<file path="src/rtl/systolic_result_reader_pkg.sv">
// ---------------------------------------------------------------------------
// systolic_pkg
// Shared definitions for the systolic result reader slice:
//   SLICES_DEFAULT  default compute-slice count of the attached array
//   RESULT_COUNT    result bytes per readout for the default slice count
//   result_count()  derives the result byte count from a slice count
//   reader_state_t  readout FSM state encoding
// ---------------------------------------------------------------------------
package systolic_pkg;

  localparam int SLICES_DEFAULT = 4;

  // Each slice pair of the array yields two result bytes.
  function automatic int result_count(input int slices);
    return 2 * slices * slices;
  endfunction

  localparam int RESULT_COUNT = 2 * SLICES_DEFAULT * SLICES_DEFAULT;

  typedef enum logic [1:0] {
    IDLE    = 2'd0,
    PULSE   = 2'd1,
    CAPTURE = 2'd2,
    DRAIN   = 2'd3
  } reader_state_t;

endpackage

</file>
<file path="src/rtl/systolic_result_reader_if.sv">
// ---------------------------------------------------------------------------
// systolic_result_reader_if
// Valid/ready result stream leaving the reader.
//   m_valid  result byte available
//   m_ready  consumer accepts the byte (transfer on m_valid && m_ready)
//   m_data   result byte
//   m_last   marks the final byte of a readout
// master: the reader side; slave: the consumer side.
// ---------------------------------------------------------------------------
interface systolic_result_reader_if;

  logic       m_valid;
  logic       m_ready;
  logic [7:0] m_data;
  logic       m_last;

  modport master (
    output m_valid,
    output m_data,
    output m_last,
    input  m_ready
  );

  modport slave (
    input  m_valid,
    input  m_data,
    input  m_last,
    output m_ready
  );

endinterface

</file>
<file path="src/rtl/systolic_result_reader_result_buffer.sv">
// ---------------------------------------------------------------------------
// result_buffer
// DEPTH x 8 register file holding one complete readout, one write port and
// one asynchronous read port. Storage is deliberately not reset; the reader
// masks the read data whenever the buffer is logically empty.
//   clk    clock
//   we     write enable
//   waddr  write address
//   wdata  write data
//   raddr  read address
//   rdata  read data (combinational from storage)
// ---------------------------------------------------------------------------
module result_buffer
  import systolic_pkg::*;
#(
  parameter int DEPTH = RESULT_COUNT,
  parameter int AW    = $clog2(DEPTH)
) (
  input  logic          clk,
  input  logic          we,
  input  logic [AW-1:0] waddr,
  input  logic [7:0]    wdata,
  input  logic [AW-1:0] raddr,
  output logic [7:0]    rdata
);

  logic [7:0] mem [DEPTH];

  // Single write port; no reset so the storage maps onto plain flops/RAM.
  always_ff @(posedge clk) begin
    if (we) begin
      mem[waddr] <= wdata;
    end
  end

  assign rdata = mem[raddr];

endmodule

</file>
<file path="src/rtl/systolic_result_reader.sv">
// ---------------------------------------------------------------------------
// systolic_result_reader
// Reads one batch of N result bytes out of a systolic array: pulses the
// array's readout strobe, captures the serial byte stream into a buffer
// without ever stalling it, and forwards the bytes in index order over a
// valid/ready stream while capture is still in progress.
//
// Ports:
//   clk        clock, all state changes on the rising edge
//   rst_n      asynchronous active-low reset
//   start      request one readout (only honoured in IDLE)
//   busy       high whenever the reader is not IDLE
//   readout_o  one-cycle strobe to the array (restart/clear/load out queue)
//   array_out  serial result byte from the array, one per cycle
//   m          result stream (systolic_result_reader_if.master)
//
// Configuration macro:
//   RESULT_RELU_EN  when defined, bytes with bit 7 set are stored as 0x00
// ---------------------------------------------------------------------------
module systolic_result_reader
  import systolic_pkg::*;
#(
  parameter int SLICES = SLICES_DEFAULT,
  parameter int N      = result_count(SLICES)
) (
  input  logic                            clk,
  input  logic                            rst_n,
  input  logic                            start,
  output logic                            busy,
  output logic                            readout_o,
  input  logic [7:0]                      array_out,
  systolic_result_reader_if.master        m
);

  // Buffer addresses cover 0..N-1; pointers need one extra code for "full".
  localparam int AW = $clog2(N);
  localparam int PW = $clog2(N + 1);
  localparam logic [PW-1:0] LAST_IDX = PW'(N - 1);
  localparam logic [PW-1:0] FULL_IDX = PW'(N);

  reader_state_t state;
  reader_state_t next_state;

  logic [PW-1:0] wr_ptr;
  logic [PW-1:0] rd_ptr;
  logic          has_data;
  logic          xfer;
  logic          wr_en;
  logic [7:0]    wr_data;
  logic [7:0]    rd_data;

  assign has_data = (rd_ptr < wr_ptr);
  assign xfer     = has_data && m.m_ready;
  assign wr_en    = (state == CAPTURE) && (wr_ptr != FULL_IDX);

`ifdef RESULT_RELU_EN
  // Negative results (bit 7 set) are clamped to zero on the way in.
  assign wr_data = array_out[7] ? 8'h00 : array_out;
`else
  assign wr_data = array_out;
`endif

  // State register.
  always_ff @(posedge clk or negedge rst_n) begin
    if (!rst_n) begin
      state <= IDLE;
    end else begin
      state <= next_state;
    end
  end

  // Next-state decode. CAPTURE runs exactly N cycles because the array
  // stream cannot be paused; DRAIN ends with the transfer of the last byte.
  always_comb begin
    next_state = state;
    case (state)
      IDLE:    if (start) next_state = PULSE;
      PULSE:   next_state = CAPTURE;
      CAPTURE: if (wr_ptr == LAST_IDX) next_state = DRAIN;
      DRAIN:   if (xfer && (rd_ptr == LAST_IDX)) next_state = IDLE;
      default: next_state = IDLE;
    endcase
  end

  // Write/read pointers. They only move forward within a readout and are
  // cleared together when the readout completes, so a fresh readout
  // always starts from an empty buffer.
  always_ff @(posedge clk or negedge rst_n) begin
    if (!rst_n) begin
      wr_ptr <= '0;
      rd_ptr <= '0;
    end else if ((state == DRAIN) && (next_state == IDLE)) begin
      wr_ptr <= '0;
      rd_ptr <= '0;
    end else begin
      if (wr_en) begin
        wr_ptr <= wr_ptr + 1'b1;
      end
      if (xfer) begin
        rd_ptr <= rd_ptr + 1'b1;
      end
    end
  end

  result_buffer #(
    .DEPTH (N),
    .AW    (AW)
  ) u_buffer (
    .clk   (clk),
    .we    (wr_en),
    .waddr (wr_ptr[AW-1:0]),
    .wdata (wr_data),
    .raddr (rd_ptr[AW-1:0]),
    .rdata (rd_data)
  );

  // All outputs are decoded from state and pointer registers. The data
  // output is masked while empty so unwritten storage never leaks out.
  assign busy      = (state != IDLE);
  assign readout_o = (state == PULSE);
  assign m.m_valid = has_data;
  assign m.m_data  = has_data ? rd_data : 8'h00;
  assign m.m_last  = has_data && (rd_ptr == LAST_IDX);

endmodule

</file>
<file path="src/flat_wrapper.sv">
// flat-port wrapper written by rule: the top's interface ports become plain ports
module systolic_result_reader_flat import systolic_pkg::*;
#(
  parameter int SLICES = SLICES_DEFAULT,
  parameter int N      = result_count(SLICES)
)
  (clk, rst_n, start, busy, readout_o, array_out, m_m_valid, m_m_data, m_m_last, m_m_ready);
  systolic_result_reader_if m_i ();
  input  logic clk;
  input  logic rst_n;
  input  logic start;
  output logic busy;
  output logic readout_o;
  input  logic [7:0] array_out;
  output wire logic [$bits(m_i.m_valid)-1:0] m_m_valid;
  output wire logic [$bits(m_i.m_data)-1:0] m_m_data;
  output wire logic [$bits(m_i.m_last)-1:0] m_m_last;
  input wire logic [$bits(m_i.m_ready)-1:0] m_m_ready;
  assign m_m_valid = m_i.m_valid;
  assign m_m_data = m_i.m_data;
  assign m_m_last = m_i.m_last;
  assign m_i.m_ready = m_m_ready;
  systolic_result_reader #(.SLICES(SLICES), .N(N)) u_core (.clk(clk), .rst_n(rst_n), .start(start), .busy(busy), .readout_o(readout_o), .array_out(array_out), .m(m_i));
endmodule
</file>
<file path="config.mk">
export PLATFORM = sky130hd
export DESIGN_NAME = systolic_result_reader_flat
export DESIGN_NICKNAME = d
export VERILOG_FILES = /design/src/rtl/systolic_result_reader_pkg.sv /design/src/rtl/systolic_result_reader_if.sv /design/src/rtl/systolic_result_reader_result_buffer.sv /design/src/rtl/systolic_result_reader.sv /design/src/flat_wrapper.sv
export SDC_FILE = /design/constraint.sdc
export NUM_CORES = 1
export LEC_CHECK = 0
export CORE_ASPECT_RATIO = 1.25
export CORE_MARGIN = 3
export CORE_UTILIZATION = 35
export DETAILED_ROUTE_END_ITERATION = 10
export PLACE_DENSITY_LB_ADDON = 0.2
export SLEW_MARGIN = 25
export SYNTH_ARGS = -nofsm -noshare
export SYNTH_HDL_FRONTEND = slang
export SYNTH_SLANG_ARGS = --single-unit
</file>
<file path="constraint.sdc">
create_clock -name clk -period 6.73 [get_ports clk]
set_clock_uncertainty 0.05 [all_clocks]
set_input_delay 2.019 -clock clk [delete_from_list [all_inputs] [get_ports clk]]
set_output_delay 2.019 -clock clk [all_outputs]
set_load 0.1 [all_outputs]
</file>
==> run metrics <==
register area share after synthesis 73.4%; post-route insts no fill 1024; Worst Hold Class reg -> reg; CTS buffer count 27; detailed-route DRC error count 0; postcts setup bufs 0; First-pass DRT Iterations 5; cell total after placement 977; worst setup margin 1.27 ns; Worst-Margin Slew 0.981 ns; Multi-input gate area 2710 µm²; uppermost layer routed met4; M1 WL 9940 µm; FF/Latch Area 8050 µm²; max cap viols 0; largest net degree at the start of global routing 41; most frequent cells in the layout edfxtp_1 (256), mux4_2 (64), nor2_1 (54); worst slew margin relative to its limit 34.4%; outcome finished, final reports clean; Reg clk slew, reported paths 0.06 ns; Peak VDD IR 0.00112 V; Starting Density 35.9%; DIE WIDTH 164 µm; Post-synth EDFFs 256; critical path type reg -> out; drt wl/cell 24.2 µm; Distinct cells, synth 36; Clock Tree Root clkbuf_16; count of state elements after synthesis 270; Slew Viols, Final 0; post-synthesis instance total 569; crit path DAT 3.39 ns; nets 627; RSZ-0062 raised after global routing false; LEAKAGE 3.98 nW; Buf+Inv Stages, Crit Path 2; Detailed Place HPWL 15600 µm; synthesized net count 591; Post-Syn Area 10900 µm²; IO Port Bufs 23; Post-Syn Area per Cell 19.2 µm²; vias per cell 5.24; critical path depth 7; Fmax 183 MHz; fillcell total 2724; H-tree depth 1; CP delay by family, top flip-flops; r2r worst-path depth 6; first-pass GRT wire length 37000 µm; final setup fails 0; final critical-path required period 5.46 ns; Fin. Hold Viols 0; setup tns final 0 ns; CTS tree yes; DRT Wirelength 24700 µm; Synth-to-Final Area Change 13.4%; commonest non-fill, non-tap cell in the layout edfxtp_1; Worst-Skew Late Latency 0.52 ns; hold_buf cts 0; ANT nets after route 0; Startpoint Class flop; WP data required 4.66 ns; Place WS 1.69 ns; asr flop ratio synth 5.19%; Worst setup EP type primary output; Longest Clk Path Bufs 3; crit path cell chain buf_12 > mux4_2 > mux2i_1 > nor2_1 > a211oi_1 > nor3_1 > buf_4; core area 30500 µm²; met2 routed WL 13100 µm; Yosys Warn Count 0; global route overflow 0; vias in the first global route 5713; clk sinks 270; # diodes 0; Post-CTS Resized 0; Row Count 71; Top-Level Pins 24; hold depth 2; overall power 5.83 mW; starting DRC count in detailed routing 376; die area 33500 µm²; share of layout cells above drive strength 1 21.8%; initial antenna violation count 0; RePlAce Congestion 0.760; DR vias 5368; top_reg_cell synth edfxtp_1; Die H 204 µm; crit-path max cell delay 0.91 ns; PD cells 470 nW/µm²; slowest stage cell, crit path dfrtp_4; GRT Total Usage 14.9%; Util after Layout 40.8%; CP max FO 40; Final period util 81.1%; Met3 Wirelength 1030 µm
-- registers in the layout, indices dropped and copies added, names as in the netlist --
register,flops
u_core.u_buffer.mem,256
u_core.wr_ptr,6
u_core.state,2
u_core.rd_ptr,6
-- cell usage after synthesis, types with 2 or more instances --
library cell	instances	area share [%]
mux2_2	3	0.31
a21oi_1	9	0.41
clkbuf_1	13	0.45
a21o_1	2	0.14
xnor2_1	4	0.32
nand3_1	11	0.50
ha_1	10	1.1
nor3_1	11	0.50
dfrtp_1	14	3.2
o221ai_1	3	0.24
a211oi_1	12	0.82
nand2_1	11	0.38
mux4_2	64	13
buf_2	7	0.32
mux2i_1	25	2.3
nand4_1	2	0.11
nand2b_1	5	0.29
edfxtp_1	256	70
a221oi_1	8	0.64
nor2b_1	16	0.91
buf_6	6	0.62
nor2_1	54	1.9
inv_1	10	0.34
-- tightest hold or removal path, cell delays in order, from the launching register on --
cell and delay [ns]:
dfrtp_1 0.41, xnor2_1 0.13, a21oi_1 0.04
-- path summary, 6_finish.rpt --
check	slack, ns	to	from
worst max register to register	3.78	u_core.u_buffer.mem[5][0]	u_core.wr_ptr[0]
min in group asynchronous	1.89	u_core.rd_ptr[4]	rst_n
worst min register to register	0.57	u_core.wr_ptr[5]	u_core.wr_ptr[5]
worst max-delay path	1.27	m_m_data[5]	u_core.rd_ptr[1]
worst min-delay path	0.57	u_core.wr_ptr[5]	u_core.wr_ptr[5]
max in group asynchronous	4.20	u_core.rd_ptr[1]	rst_n
-- stage by stage --
step           instance area [µm²]  hold slack, ns
2_1_floorplan                10900           0.507
3_3_place_gp                 11600           0.563
3_5_place_dp                 11600           0.572
4_1_cts                      12400           0.580
5_1_grt                      12400           0.620
6_report                     12400           0.569
-- power by group --
part	internal [mW]	switching, mW	total (mW)
Clock	0.812	0.600	1.41
Sequential	2.00	0.238	2.24
Combinational	0.775	1.41	2.18
-- routing by layer --
layer / vias to the layer above / GRT usage (%)
li1: 2371 / -
met1: 2823 / 18.9
met2: 127 / 26.5
met3: 47 / 1.99
met4: 0 / 4.56
met5: - / 0
-- kinds of logic (layout without fill, tap and decap cells) --
logic type / Yosys count / count (layout) / synth area share, %
XOR/XNOR: 5 / 5 / 0.400
buffers and inverters: 39 / 93 / 1.86
adder cells (fa/ha/maj): 10 / 10 / 1.14
AND/OR/NAND/NOR: 114 / 114 / 4.86
AO/OA/AOI/OAI: 39 / 39 / 2.57
flip-flops: 270 / 270 / 73.4
multiplexers: 92 / 92 / 15.8
-- final cells by class --
cell class	instances	share of cell area [%]
clock buffer	32	5.59
sequential	270	64.8
tap	401	4.04
timing repair buffer	35	2.36
clock inverter	15	1.07
multi-input combinational	260	21.8
inverter	11	0.332
(Power assumes the default switching activity.)
